$ cat config.mk
export PLATFORM = sky130hd
export DESIGN_NAME = nuniv_shift_reg
export DESIGN_NICKNAME = d
export VERILOG_FILES = /design/src/rtl/nuniv_shift_reg.sv
export SDC_FILE = /design/constraint.sdc
export NUM_CORES = 1
export LEC_CHECK = 0
export CAP_MARGIN = 20
export CORE_ASPECT_RATIO = 0.75
export CORE_MARGIN = 4
export CORE_UTILIZATION = 52
export CTS_BUF_LIST = sky130_fd_sc_hd__clkbuf_4 sky130_fd_sc_hd__clkbuf_8 sky130_fd_sc_hd__clkbuf_16
export CTS_CLUSTER_DIAMETER = 40
export DETAILED_ROUTE_END_ITERATION = 8
export PLACE_DENSITY = 0.84
export SLEW_MARGIN = 20
export SYNTH_ARGS = -nofsm -noshare
export SYNTH_HDL_FRONTEND = slang
export SYNTH_SLANG_ARGS = --single-unit
$ cat constraint.sdc
create_clock -name clk -period 2.7 [get_ports clk]
set_input_delay 0.54 -clock clk [delete_from_list [all_inputs] [get_ports clk]]
set_output_delay 0.54 -clock clk [all_outputs]
set_load 0.02 [all_outputs]
$ cat src/rtl/nuniv_shift_reg.sv
// Parametrised N-bit universal shift register with manual modes and a
// self-timed burst serialiser (busy/done handshake, pausable via en).
module nuniv_shift_reg #(
    parameter int unsigned N = 8
) (
    input  logic         clk,
    input  logic         rst,
    input  logic         en,
    input  logic [2:0]   mode,
    input  logic         sin_lsb,
    input  logic         sin_msb,
    input  logic [N-1:0] pdata,
    input  logic         start,
    input  logic         bdir,
    output logic [N-1:0] q,
    output logic         sout,
    output logic         busy,
    output logic         done
);

    localparam int unsigned CW = $clog2(N + 1);

    localparam logic [2:0] MODE_HOLD = 3'b000;
    localparam logic [2:0] MODE_SHL  = 3'b001;
    localparam logic [2:0] MODE_SHR  = 3'b010;
    localparam logic [2:0] MODE_ROL  = 3'b011;
    localparam logic [2:0] MODE_ROR  = 3'b100;
    localparam logic [2:0] MODE_LOAD = 3'b101;
    localparam logic [2:0] MODE_ASR  = 3'b110;
    localparam logic [2:0] MODE_CLR  = 3'b111;

    typedef enum logic {
        IDLE  = 1'b0,
        BURST = 1'b1
    } state_t;

    state_t        state_q, state_d;
    logic [N-1:0]  q_q, q_d;
    logic [CW-1:0] cnt_q, cnt_d;
    logic          dir_q, dir_d;
    logic          busy_q, busy_d;
    logic          done_q, done_d;
    logic          act_dir;

    always_ff @(posedge clk or posedge rst) begin
        if (rst) begin
            state_q <= IDLE;
            q_q     <= '0;
            cnt_q   <= '0;
            dir_q   <= 1'b0;
            busy_q  <= 1'b0;
            done_q  <= 1'b0;
        end else begin
            state_q <= state_d;
            q_q     <= q_d;
            cnt_q   <= cnt_d;
            dir_q   <= dir_d;
            busy_q  <= busy_d;
            done_q  <= done_d;
        end
    end

    // Next state: start wins over mode in IDLE; done is a self-clearing pulse.
    always_comb begin
        state_d = state_q;
        q_d     = q_q;
        cnt_d   = cnt_q;
        dir_d   = dir_q;
        busy_d  = busy_q;
        done_d  = 1'b0;
        if (en) begin
            case (state_q)
                IDLE: begin
                    if (start) begin
                        q_d     = pdata;
                        cnt_d   = '0;
                        dir_d   = bdir;
                        busy_d  = 1'b1;
                        state_d = BURST;
                    end else begin
                        case (mode)
                            MODE_HOLD: q_d = q_q;
                            MODE_SHL:  q_d = {q_q[N-2:0], sin_lsb};
                            MODE_SHR:  q_d = {sin_msb, q_q[N-1:1]};
                            MODE_ROL:  q_d = {q_q[N-2:0], q_q[N-1]};
                            MODE_ROR:  q_d = {q_q[0], q_q[N-1:1]};
                            MODE_LOAD: q_d = pdata;
                            MODE_ASR:  q_d = {q_q[N-1], q_q[N-1:1]};
                            MODE_CLR:  q_d = '0;
                            default:   q_d = q_q;
                        endcase
                    end
                end
                BURST: begin
                    q_d = dir_q ? {sin_msb, q_q[N-1:1]} : {q_q[N-2:0], sin_lsb};
                    if (cnt_q == CW'(N - 1)) begin
                        cnt_d   = '0;
                        busy_d  = 1'b0;
                        done_d  = 1'b1;
                        state_d = IDLE;
                    end else begin
                        cnt_d = cnt_q + CW'(1);
                    end
                end
                default: state_d = IDLE;
            endcase
        end
    end

    // Latched direction steers sout during a burst; the live input otherwise.
    assign act_dir = (state_q == BURST) ? dir_q : bdir;
    assign sout    = act_dir ? q_q[0] : q_q[N-1];
    assign q       = q_q;
    assign busy    = busy_q;
    assign done    = done_q;

endmodule
---- Word level (Yosys, flattened, before mapping) ----
Cells that the tools add are included.
word-level totals
  flip-flop bits (word level) ............. 16
  bits of input ports ..................... 18
  output and inout port bits .............. 11
  logic and storage cells ................. 45
cells by class
  $add $sub $neg .......................... 1
  eq/ne operators ......................... 12
  multiplexer cells ....................... 18
  bitwise gates (word level) .............. 1
  reductions and logical operators ........ 6
operators by type and width
  cell                                                                      count
  8-bit case mux with 7 select lines                                        1
  8-bit two-way mux                                                         2
  8-bit case mux with 2 select lines                                        1
  3-bit equality test (second input constant)                               4
  1-bit two-way mux                                                         9
  3-bit AND reduction                                                       3
  4-bit two-way mux                                                         2
  4-bit case mux with 2 select lines                                        1
  3-bit by 2-bit equality test with 1-bit output (second input constant)    2
  3-bit inequality test (second input constant)                             2
  4-bit by 1-bit adder with 4-bit output (second input constant)            1
  4-bit by 3-bit equality test with 1-bit output (second input constant)    1
  1-bit case mux with 2 select lines                                        2
  2-bit AND reduction                                                       2
  3-bit by 1-bit equality test with 1-bit output (second input constant)    1
  3-bit zero test                                                           1
  2-bit by 1-bit inequality test with 1-bit output (second input constant)  1
  2-bit inequality test (second input constant)                             1
  1-bit inverter                                                            1

---- Longest topological paths before layout ----
  depth after elaboration ................. 4
  mapped depth ............................ 6
  depth with buffers taken out ............ 5

---- Worst setup path after synthesis ----
No wires, ideal clock.
  path type ............................... reg2out
  start point ............................. register state_q
  end point ............................... output sout
  arrival ................................. 1,215 ps
  data required time ...................... 2,160 ps
  setup slack ............................. 945 ps
  cell stages (with the launch flop) ...... 4
  path buffers ............................ 1
  cells stage by stage .................... dfrtp_1 -> clkbuf_1 -> mux2i_1 -> mux2_2
between the ends
  cells in the longest elaborated chain, start to end .. 2
ends and longest elaborated chain
  element                   line  RTL
  start: declaration        37    state_t state_q, state_d;
  start signal: assignment  54    state_q <= state_d;
  1-bit two-way mux         111   assign act_dir = (state_q == BURST) ? dir_q : bdir;
  1-bit two-way mux         112   assign sout = act_dir ? q_q[0] : q_q[N-1];
  end: declaration          16    output logic sout,
No other way between the ends.

---- Final worst setup path ----
  start point ............................. input bdir
  end point ............................... output sout
between the ends
  cells in the longest elaborated chain, start to end .. 2
ends and longest elaborated chain
  element             line  RTL
  start: declaration  14    input logic bdir,
  1-bit two-way mux   111
  1-bit two-way mux   112
No other way between the ends.

==> results.ini <==
[run_status]
outcome=finished clean

[route]
ant_nets=0
viasPerCell=6.543
drc_errors=0
drt-initial-drc-count=65
wl_um=3105
dr.pass1.iters=4
wl_per_cell_um=17.95
vias=1132

[synthesis]
syn_area_per_cell_sq_um=9.344
ys_seq_area_share_pct=34.56
synth_top_family_by_area=compound AO/OA/AOI/OAI gates
synthArstFlopShare_pct=100.0
synth_xor_area_share_pct=0
synth_cell_types=33
synth_flop_cell=dfrtp_1
syn-num-nets=143
synth_compound_area_share_pct=31.97
synth_common_cells=nand2_1 (17), dfrtp_1 (16), a22oi_1 (13), mux2_2 (9)
synth_largest_area_cell=dfrtp_1
synthMuxAreaShare_pct=10.48
syn-cell-area_sq_um=1159
synth_fa_ha_area_share_pct=1.080
ys_ff_latch=16
yosys-top-cells-area=dfrtp_1 (35%), mux2_2 (8.7%), a22oi_1 (8.4%), nand2_1 (5.5%), o22a_1 (5.3%)
synth_most_common_cell=nand2_1
syn_inst=124
yosys_warnings=0
synth_edf_count=0
synth-simple-area-share_pct=17.39
yosysTopAreaCellShare_pct=34.56

[cts]
insertion_delay_ps=300
cts_buffers=3
clk_pin_slew_ps=110
cts.sinks=16
post_cts_buffers=0
holdBufCountCts=0
cts_tree=built
postCtsResizedCells=0
root_buffer=clkbuf_4
htreeDepth=1
clockBufferDepth=2

[setup_path]
worst_setup_path_start_kind=primary input
r2r-end=q[2]
end_kind=output port
crit_arrival_ps=2030
r2r_start=state_q
reg2reg_slack_ps=850
worstPathRequired_ps=2160
rr_worst_depth=4
critPathKind=primary input to output port
cp_max_fo=2

[grt]
grt_overflow=0
grt_pass1_wl_um=5071
grt_max_degree=20
antenna_found_initial=0
grt_usage_pct=20.56
grt_pass1_vias=1054

[sta]
max_freq_ghz=0.3898
worst_slew_pin_slew_ps=649.0
finalClockSkew_ps=11.48
slew_viol_final=0
slew_headroom_pct=56.69
rsz0062_at_grt=no
hold_viol_final=0
fin_crit_sh_pct=95.01
hold_ws_ps=534.6
setup_violations=0
tns_ps=0
min_period_ps=2565

[die]
die_area_sq_um=3055
start_util_pct=56.05
num_rows=14
fp.dieW_um=62.51
ioPinCount=29
coreArea_sq_um=2067
die_h_um=48.88

[min_path]
hold_start=cnt_q[0]
whs_path_depth=1
min_path_type=register to register
hold_end=cnt_q[0]

[finish]
n_antenna_cell=0
synthToLayoutAreaGrowth_pct=26.67
regArea_sq_um=400.4
multi_input_area_sq_um=705.7
drive_gt1_share_pct=11.41
num-fill-cells=187
fin_nets=169
finish.instance_area_sq_um=1468

[pwr]
powerDensity_nw_per_um2=1017
max-vdd-ir-drop_mv=0.6674
p_leak_uw=0.0005887

[place]
port_buffers=28
gp_congestion=0.8294
placed_cell_area_sq_um=1431
hpwl_um=2220

[flow_run]
maxCapViolCount=0

kinds of logic (layout without fill, tap and decap cells):
group / Yosys count / after routing
mux: 11 / 11
simple gates: 38 / 38
compound gates: 48 / 48
flops: 16 / 16
fa+ha+maj: 1 / 1
buf+inv: 10 / 35
metal layers:
layer	vias up	global-route usage [%]	share of wire [%]
li1	530	-	-
met1	541	28.65	46
met2	57	32.04	46
met3	4	4.839	7.9
met4	0	5.128	0.64
met5	-	0	0
sequential cells by signal, indices dropped and copies added, names as in the netlist:
name	count
done	1
q	8
busy	1
state_q	1
dir_q	1
cnt_q	4
worst max-delay path, stage by stage:
cell             delay (ps)
clkdlybuf4s50_1         420
mux2i_1                 170
mux2_2                  350
clkdlybuf4s50_1         540
through the flow:
stage          instances  power [uW]  worst slack [ps]  utilization (%)
3_3_place_gp         169        1292             157.2            69.25
5_1_grt              173        1604             74.39            71.00
3_5_place_dp         169        1318             145.4            69.25
4_1_cts              173        1486             135.5            71.00
2_1_floorplan        124        1026             945.1                -
6_report             173        1492             134.8            71.00
placed cells by master, fill, tap and decap left out:
master,instances
a22o_1,2
o21ba_2,1
clkdlybuf4s50_1,28
o41a_4,1
clkbuf_4,3
a31oi_1,1
a21oi_1,7
ha_1,1
o21ai_0,4
nand2_1,17
a22oi_1,13
dfrtp_1,16
a2111oi_0,1
mux2i_1,2
nor2b_1,4
and3b_1,2
o211ai_1,1
o22a_1,7
a32o_1,2
o41ai_1,1
nand3b_1,4
o31ai_1,1
clkbuf_8,1
a21o_1,2
nand3_1,2
o21a_1,1
nand2b_1,2
mux2_2,9
and4bb_2,1
inv_1,2
nor2_1,4
or2_1,1
a32oi_1,3
nand4b_1,1
buf_4,1
worst max-delay path by stage:
stage,endpoint,startpoint
after global routing,sout,dir_q
final,sout,bdir
after CTS,sout,bdir
after detailed placement,sout,bdir
after global placement,sout,bdir
after floorplan,sout,state_q
area by class of cell:
cell class / count / area share (%)
Tap cell: 24 / 2.046
Clock buffer: 4 / 2.472
Multi-Input combinational cell: 98 / 48.08
Timing Repair Buffer: 29 / 19.61
Sequential cell: 16 / 27.28
Inverter: 2 / 0.5115
power breakdown:
part	total [uW]	leakage, uW	internal, uW	switching (uW)
logic	795	0.000387	438	357
clock network	166	0.0000210	82.3	83.6
registers	531	0.000181	348	183
Power figures use the tool's default switching activity.
